===== config.mk =====
export PLATFORM = sky130hd
export DESIGN_NAME = button_input_conditioner_flat
export DESIGN_NICKNAME = d
export VERILOG_FILES = /design/src/rtl/button_input_conditioner_if.sv /design/src/rtl/button_input_conditioner.sv /design/src/flat_wrapper.sv
export SDC_FILE = /design/constraint.sdc
export NUM_CORES = 1
export LEC_CHECK = 0
export CAP_MARGIN = 10
export CELL_PAD_IN_SITES_DETAIL_PLACEMENT = 0
export CELL_PAD_IN_SITES_GLOBAL_PLACEMENT = 2
export CORE_UTILIZATION = 36
export DETAILED_ROUTE_END_ITERATION = 10
export GPL_TIMING_DRIVEN = 1
export PLACE_DENSITY = 0.79
export SLEW_MARGIN = 20
export SYNTH_ARGS = -nofsm -noshare
export SYNTH_HDL_FRONTEND = slang
export SYNTH_SLANG_ARGS = --single-unit

===== constraint.sdc =====
create_clock -name clk_i -period 2 [get_ports clk_i]
set_input_delay 0.2 -clock clk_i [delete_from_list [all_inputs] [get_ports clk_i]]
set_output_delay 0.2 -clock clk_i [all_outputs]
set_load 0.01 [all_outputs]

===== src/rtl/button_input_conditioner_if.sv =====
// button_input_conditioner_if: raw, lit and new-request button buses between the pads, the conditioner and the controller
// Ports (signals):
//   raw_*      12 hall + 9 car-1 + 9 car-2 unsynchronised push-button lines, 1 = pressed
//   current_*  lit buttons fed back from the controller
//   new_*      registered one-cycle press pulses toward the controller
// Modports: master drives raw/current and observes new; slave is the conditioner.
interface button_input_conditioner_if;
   logic [11:0] raw_floor_button;
   logic [9:1]  raw_internal_button1;
   logic [9:1]  raw_internal_button2;
   logic [11:0] current_real_floor_button;
   logic [9:1]  current_internal_button1;
   logic [9:1]  current_internal_button2;
   logic [11:0] new_real_floor_button;
   logic [9:1]  new_internal_button1;
   logic [9:1]  new_internal_button2;
   modport master (
      output raw_floor_button, raw_internal_button1, raw_internal_button2,
      output current_real_floor_button, current_internal_button1, current_internal_button2,
      input  new_real_floor_button, new_internal_button1, new_internal_button2
   );
   modport slave (
      input  raw_floor_button, raw_internal_button1, raw_internal_button2,
      input  current_real_floor_button, current_internal_button1, current_internal_button2,
      output new_real_floor_button, new_internal_button1, new_internal_button2
   );
endinterface


===== src/rtl/button_input_conditioner.sv =====
// button_input_conditioner: synchronise, debounce and edge-detect 30 push-button lines into masked one-cycle request pulses
// Ports:
//   clk_i     rising-edge clock
//   reset_ni  asynchronous active-low reset
//   btn_if    slave side of button_input_conditioner_if (raw/current in, new out)
// Channels are packed as {car2[9:1], car1[9:1], hall[11:0]} = bits [29:21], [20:12], [11:0].
module button_input_conditioner #(
   parameter int DEBOUNCE_CLKS = 4,
   parameter int CNT_W = 16
) (
   input logic clk_i,
   input logic reset_ni,
   button_input_conditioner_if.slave btn_if
);
   localparam int N = 30;
   localparam logic [CNT_W-1:0] LIMIT = CNT_W'(DEBOUNCE_CLKS);
   typedef enum logic [1:0] {RELEASED, PRESS_WAIT, PRESSED, RELEASE_WAIT} state_e;
   if (DEBOUNCE_CLKS < 1 || DEBOUNCE_CLKS > 65535) begin : g_bad_debounce
      $error("DEBOUNCE_CLKS must lie in 1..65535");
   end
   if (CNT_W < 31 && (1 << CNT_W) <= DEBOUNCE_CLKS) begin : g_bad_cnt_w
      $error("CNT_W too narrow to hold DEBOUNCE_CLKS");
   end
   logic [N-1:0] raw, lit, s1_q, s2_q, fire, new_q;
   assign raw = {btn_if.raw_internal_button2, btn_if.raw_internal_button1, btn_if.raw_floor_button};
   assign lit = {btn_if.current_internal_button2, btn_if.current_internal_button1, btn_if.current_real_floor_button};
   assign btn_if.new_real_floor_button = new_q[11:0];
   assign btn_if.new_internal_button1  = new_q[20:12];
   assign btn_if.new_internal_button2  = new_q[29:21];
   // Lit state is sampled at the firing edge only; a masked press is consumed, not retried.
   always_ff @(posedge clk_i or negedge reset_ni)
      if (!reset_ni) begin
         s1_q  <= '0;
         s2_q  <= '0;
         new_q <= '0;
      end else begin
         s1_q  <= raw;
         s2_q  <= s1_q;
         new_q <= fire & ~lit;
      end
   for (genvar c = 0; c < N; c++) begin : g_ch
      state_e st_q, st_d;
      logic [CNT_W-1:0] cnt_q, cnt_d;
      logic fire_c;
      always_ff @(posedge clk_i or negedge reset_ni)
         if (!reset_ni) begin
            st_q  <= RELEASED;
            cnt_q <= '0;
         end else begin
            st_q  <= st_d;
            cnt_q <= cnt_d;
         end
      always_comb begin
         st_d   = st_q;
         cnt_d  = cnt_q;
         fire_c = 1'b0;
         case (st_q)
            RELEASED: begin
               st_d  = s2_q[c] ? PRESS_WAIT : RELEASED;
               cnt_d = s2_q[c] ? CNT_W'(1) : '0;
            end
            PRESS_WAIT:
               if (!s2_q[c]) begin
                  st_d  = RELEASED;
                  cnt_d = '0;
               end else if (cnt_q == LIMIT) begin
                  st_d   = PRESSED;
                  cnt_d  = '0;
                  fire_c = 1'b1;
               end else cnt_d = cnt_q + 1'b1;
            PRESSED:
               if (!s2_q[c]) begin
                  st_d  = RELEASE_WAIT;
                  cnt_d = CNT_W'(1);
               end
            RELEASE_WAIT:
               if (s2_q[c]) begin
                  st_d  = PRESSED;
                  cnt_d = '0;
               end else if (cnt_q == LIMIT) begin
                  st_d  = RELEASED;
                  cnt_d = '0;
               end else cnt_d = cnt_q + 1'b1;
            default: begin
               st_d  = RELEASED;
               cnt_d = '0;
            end
         endcase
      end
      assign fire[c] = fire_c;
   end
endmodule


===== src/flat_wrapper.sv =====
// flat-port wrapper written by rule: the top's interface ports become plain ports
module button_input_conditioner_flat 
#(
   parameter int DEBOUNCE_CLKS = 4,
   parameter int CNT_W = 16
)
  (clk_i, reset_ni, btn_if_raw_floor_button, btn_if_raw_internal_button1, btn_if_raw_internal_button2, btn_if_current_real_floor_button, btn_if_current_internal_button1, btn_if_current_internal_button2, btn_if_new_real_floor_button, btn_if_new_internal_button1, btn_if_new_internal_button2);
  button_input_conditioner_if btn_if_i ();
  input logic clk_i;
  input logic reset_ni;
  input wire logic [$bits(btn_if_i.raw_floor_button)-1:0] btn_if_raw_floor_button;
  input wire logic [$bits(btn_if_i.raw_internal_button1)-1:0] btn_if_raw_internal_button1;
  input wire logic [$bits(btn_if_i.raw_internal_button2)-1:0] btn_if_raw_internal_button2;
  input wire logic [$bits(btn_if_i.current_real_floor_button)-1:0] btn_if_current_real_floor_button;
  input wire logic [$bits(btn_if_i.current_internal_button1)-1:0] btn_if_current_internal_button1;
  input wire logic [$bits(btn_if_i.current_internal_button2)-1:0] btn_if_current_internal_button2;
  output wire logic [$bits(btn_if_i.new_real_floor_button)-1:0] btn_if_new_real_floor_button;
  output wire logic [$bits(btn_if_i.new_internal_button1)-1:0] btn_if_new_internal_button1;
  output wire logic [$bits(btn_if_i.new_internal_button2)-1:0] btn_if_new_internal_button2;
  assign btn_if_i.raw_floor_button = btn_if_raw_floor_button;
  assign btn_if_i.raw_internal_button1 = btn_if_raw_internal_button1;
  assign btn_if_i.raw_internal_button2 = btn_if_raw_internal_button2;
  assign btn_if_i.current_real_floor_button = btn_if_current_real_floor_button;
  assign btn_if_i.current_internal_button1 = btn_if_current_internal_button1;
  assign btn_if_i.current_internal_button2 = btn_if_current_internal_button2;
  assign btn_if_new_real_floor_button = btn_if_i.new_real_floor_button;
  assign btn_if_new_internal_button1 = btn_if_i.new_internal_button1;
  assign btn_if_new_internal_button2 = btn_if_i.new_internal_button2;
  button_input_conditioner #(.DEBOUNCE_CLKS(DEBOUNCE_CLKS), .CNT_W(CNT_W)) u_core (.clk_i(clk_i), .reset_ni(reset_ni), .btn_if(btn_if_i));
endmodule

==> qor.yml <==
grt_pass1_vias: 26717
initial_core_util: 0.364
drive_gt1_frac: 0.183
fin_skew_ns: 0.0195
hold_end: "u_core.s1_q[24]"
synth_edf_count: 0
leakagePower_uw: 0.0180
worstSkewPairLatency_ns: 0.63
clockBufferDepth: 3
max_stage_delay_ns: 0.56
synth.area.top_cells: "dfrtp_1, nand2_1, a31oi_1, o21ai_0, nand3_1"
hold_viol_final: 0
critPathCaptureType: "flip-flop"
grt-ovfl-total: 0
rsz0062_at_grt: "true"
clock_sinks: 630
yosysTopAreaCell: "dfrtp_1"
ys_seq_area_frac: 0.481
ir_drop_v: 0.000660
final_util: 0.460
yosysUniqueCellTypes: 77
htree_levels: 3
numCtsBuffers: 77
setup_violations: 4
antenna_found_initial: 0
seqPwrFrac: 0.395
muxShareOfSynthArea: 0.0162
drt_wl_total_mm: 76.9
nets: 4209
gp_congestion: 0.784
drc: 0
final_area_sq_um: 41400
violations: "setup timing"
dieArea_sq_um: 92200
synth_top_family_by_area: "simple AND/OR/NAND/NOR gates"
ys_async_sr_fraction: 1.00
cp_top_family: "simple AND/OR/NAND/NOR gates"
grt.total_usage: 0.166
period_share: 1.02
critical_path_peak_fanout: 7
startpoint_type: "flip-flop"
synth_warnings: 0
core_area_sq_um: 90000
regToRegSetupSlack_ns: -0.05
cp_cell_sequence: "or4_4 > nor4_4 > nand3b_4 > clkbuf_16 > nor2_1 > o22a_1"
r2r-start: "u_core.g_ch[18].cnt_q[6]"
netlist_area_sq_um: 32800
die_y_microns: 304
cts_tree: "done"
swShare: 0.297
r2r-end: "u_core.g_ch[18].cnt_q[12]"
num_antenna_cells: 0
ys_ff_latch: 630
synth_xor_area_frac: 0.0267
syn2layout_area_growth_pct: 26.5
final.setup.tns_ns: -0.0967
yosysMostFrequentCell: "dfrtp_1"
drv_cap: 0
wire_per_inst_microns: 14.5
port_buffers: 91
placed_area_sq_um: 37800
rows: 110
min_from: "btn_if_raw_internal_button2[3]"
maxSlewHeadroom: 0.572
dp_slack_ns: -0.165
synthCells: 3590
n_fill_cell: 8681
crit_slowest_cell: "or4_4"
synth_common_cells: "dfrtp_1, nand2_1, nor2_1"
worst_slack_ns: -0.0476
rr_worst_depth: 6
status: "complete, but fails checks"
worstMarginPinSlew_ns: 0.640
worst_hold_path.num_cells: 1
cp.required_ns: 2.52
vias: 27891
cts-root-buf: "clkbuf_16"
worstPathArrival_ns: 2.56
antenna_left: 0
syn-num-nets: 3712
synth_compound_gate_area_share: 0.152
drt_iter0_drc: 1642
hold_class: "primary input to flip-flop"
avgSynthCellArea_sq_um: 9.12
pwr-share-clk: 0.376
power.switching_uw: 10900
grt_pass1_wl_mm: 132
p_comb_frac: 0.229
ys.flop_type: "dfrtp_1"
max_freq_ghz: 0.488
synthSimpleGateAreaFrac: 0.268
grt_max_degree: 68
intPower_uw: 25700
crit_type: "flip-flop to flip-flop"
synthAdderAreaFrac: 0.0229
ios: 92
post_drt_via_cell_ratio: 5.24
layout_min_cycle_time_ns: 2.05
place_hpwl_mm: 52.2
drt_pre_antenna_iters: 5
fp.dieW_microns: 304
clk_pin_slew_ns: 0.06
synth_top_area_frac: 0.481
drv_slew: 0
pwr_density_cell_nw_per_um2: 884
crit_buf_inv: 1
==> cell usage in the layout, fill, tap and decap left out, types with 28 or more instances in the layout <==
master,count
clkbuf_16,81
nor4b_1,42
a31oi_1,178
a41oi_1,28
inv_1,133
and4_1,37
buf_4,395
xor2_1,73
nor4_1,65
nor2_1,267
a21oi_1,174
nor3_1,127
clkdlybuf4s50_1,90
and3_1,68
o21ai_0,209
nand2_1,420
nand3_1,215
dfrtp_1,627
ha_1,60
or2_2,36
dlygate4sd3_1,28
and2_1,45
nand4_1,76
a21o_1,50
o21a_1,30
or3_1,71
==> worst max-delay path by stage <==
| stage | from | endpoint | slack (ns) | cells after the start |
|---|---|---|---|---|
| floorplan | u_core.g_ch[17].cnt_q[0] | u_core.g_ch[17].cnt_q[15] | -0.01 | 9 |
| global placement | u_core.g_ch[3].cnt_q[0] | u_core.g_ch[3].cnt_q[8] | -0.32 | 7 |
| detailed placement | u_core.g_ch[23].cnt_q[0] | u_core.g_ch[23].cnt_q[11] | -0.17 | 7 |
| CTS | u_core.g_ch[18].cnt_q[13] | u_core.g_ch[18].cnt_q[11] | -0.01 | 6 |
| global route | u_core.g_ch[18].cnt_q[10] | u_core.g_ch[18].cnt_q[12] | -0.11 | 6 |
| finish | u_core.g_ch[18].cnt_q[6] | u_core.g_ch[18].cnt_q[12] | -0.05 | 6 |
==> state kept, by name, indices dropped and copies added, names as in the netlist, named ones only <==
signal and flops:
u_core.new_q 30, u_core.g_ch.st_q 30, u_core.s1_q 30, u_core.g_ch.cnt_q 480, u_core.s2_q 30
==> final cells by class <==
type / count / area [sq um] / share of cell area
clock buffers: 113 / 2280 / 0.0551
multi-input cells: 2698 / 16500 / 0.398
inverters: 135 / 507 / 0.0122
clock inverters: 22 / 223 / 0.00537
flip-flops and latches: 630 / 15800 / 0.381
well taps: 1176 / 1470 / 0.0355
repair buffers: 545 / 4680 / 0.113
==> power groups by stage <==
| stage | sequential (uW) | clock [uW] | combinational (uW) |
|---|---|---|---|
| finish | 14500 | 13800 | 8390 |
| floorplan | 14600 | 0 | 4750 |
| global route | 14600 | 14900 | 9500 |
| CTS | 14400 | 14400 | 7990 |
| detailed placement | 14600 | 0 | 7850 |
| global placement | 14600 | 0 | 7830 |
==> stage by stage <==
stage,instances,total power [uW],hold slack [ns]
4_1_cts,5293,36800,0.000968
6_report,5319,36600,0.0556
5_1_grt,5319,39000,0.00783
3_3_place_gp,5128,22500,0.187
3_5_place_dp,5128,22500,0.186
2_1_floorplan,3590,19400,-0.0956
==> layer usage <==
metal / global-route usage / up-vias / wire length [microns] / part of all wire
met4: 0.0399 / 0 / 1340 / 0.017
met1: 0.239 / 13305 / 38400 / 0.50
met2: 0.260 / 357 / 34600 / 0.45
met5: 0 / - / 0 / 0
li1: - / 14137 / - / -
met3: 0.0280 / 92 / 2560 / 0.033
==> timing repair <==
item / in CTS / in global routing
pin swaps: 5 / 59
gates cloned: 0 / 5
hold buffers: 28 / 0
hold endpoints to repair: 512 / 0
setup buffers: 2 / 21
gates resized for setup: 22 / 137
endpoints found under the setup margin: 68 / 200
==> kinds of logic after synthesis <==
kind of cell | Yosys count
flops | 630
fa+ha+maj | 60
mux | 49
xor+xnor | 100
compound gates | 817
buf+inv | 264
simple gates | 1670
(Power assumes the default switching activity.)
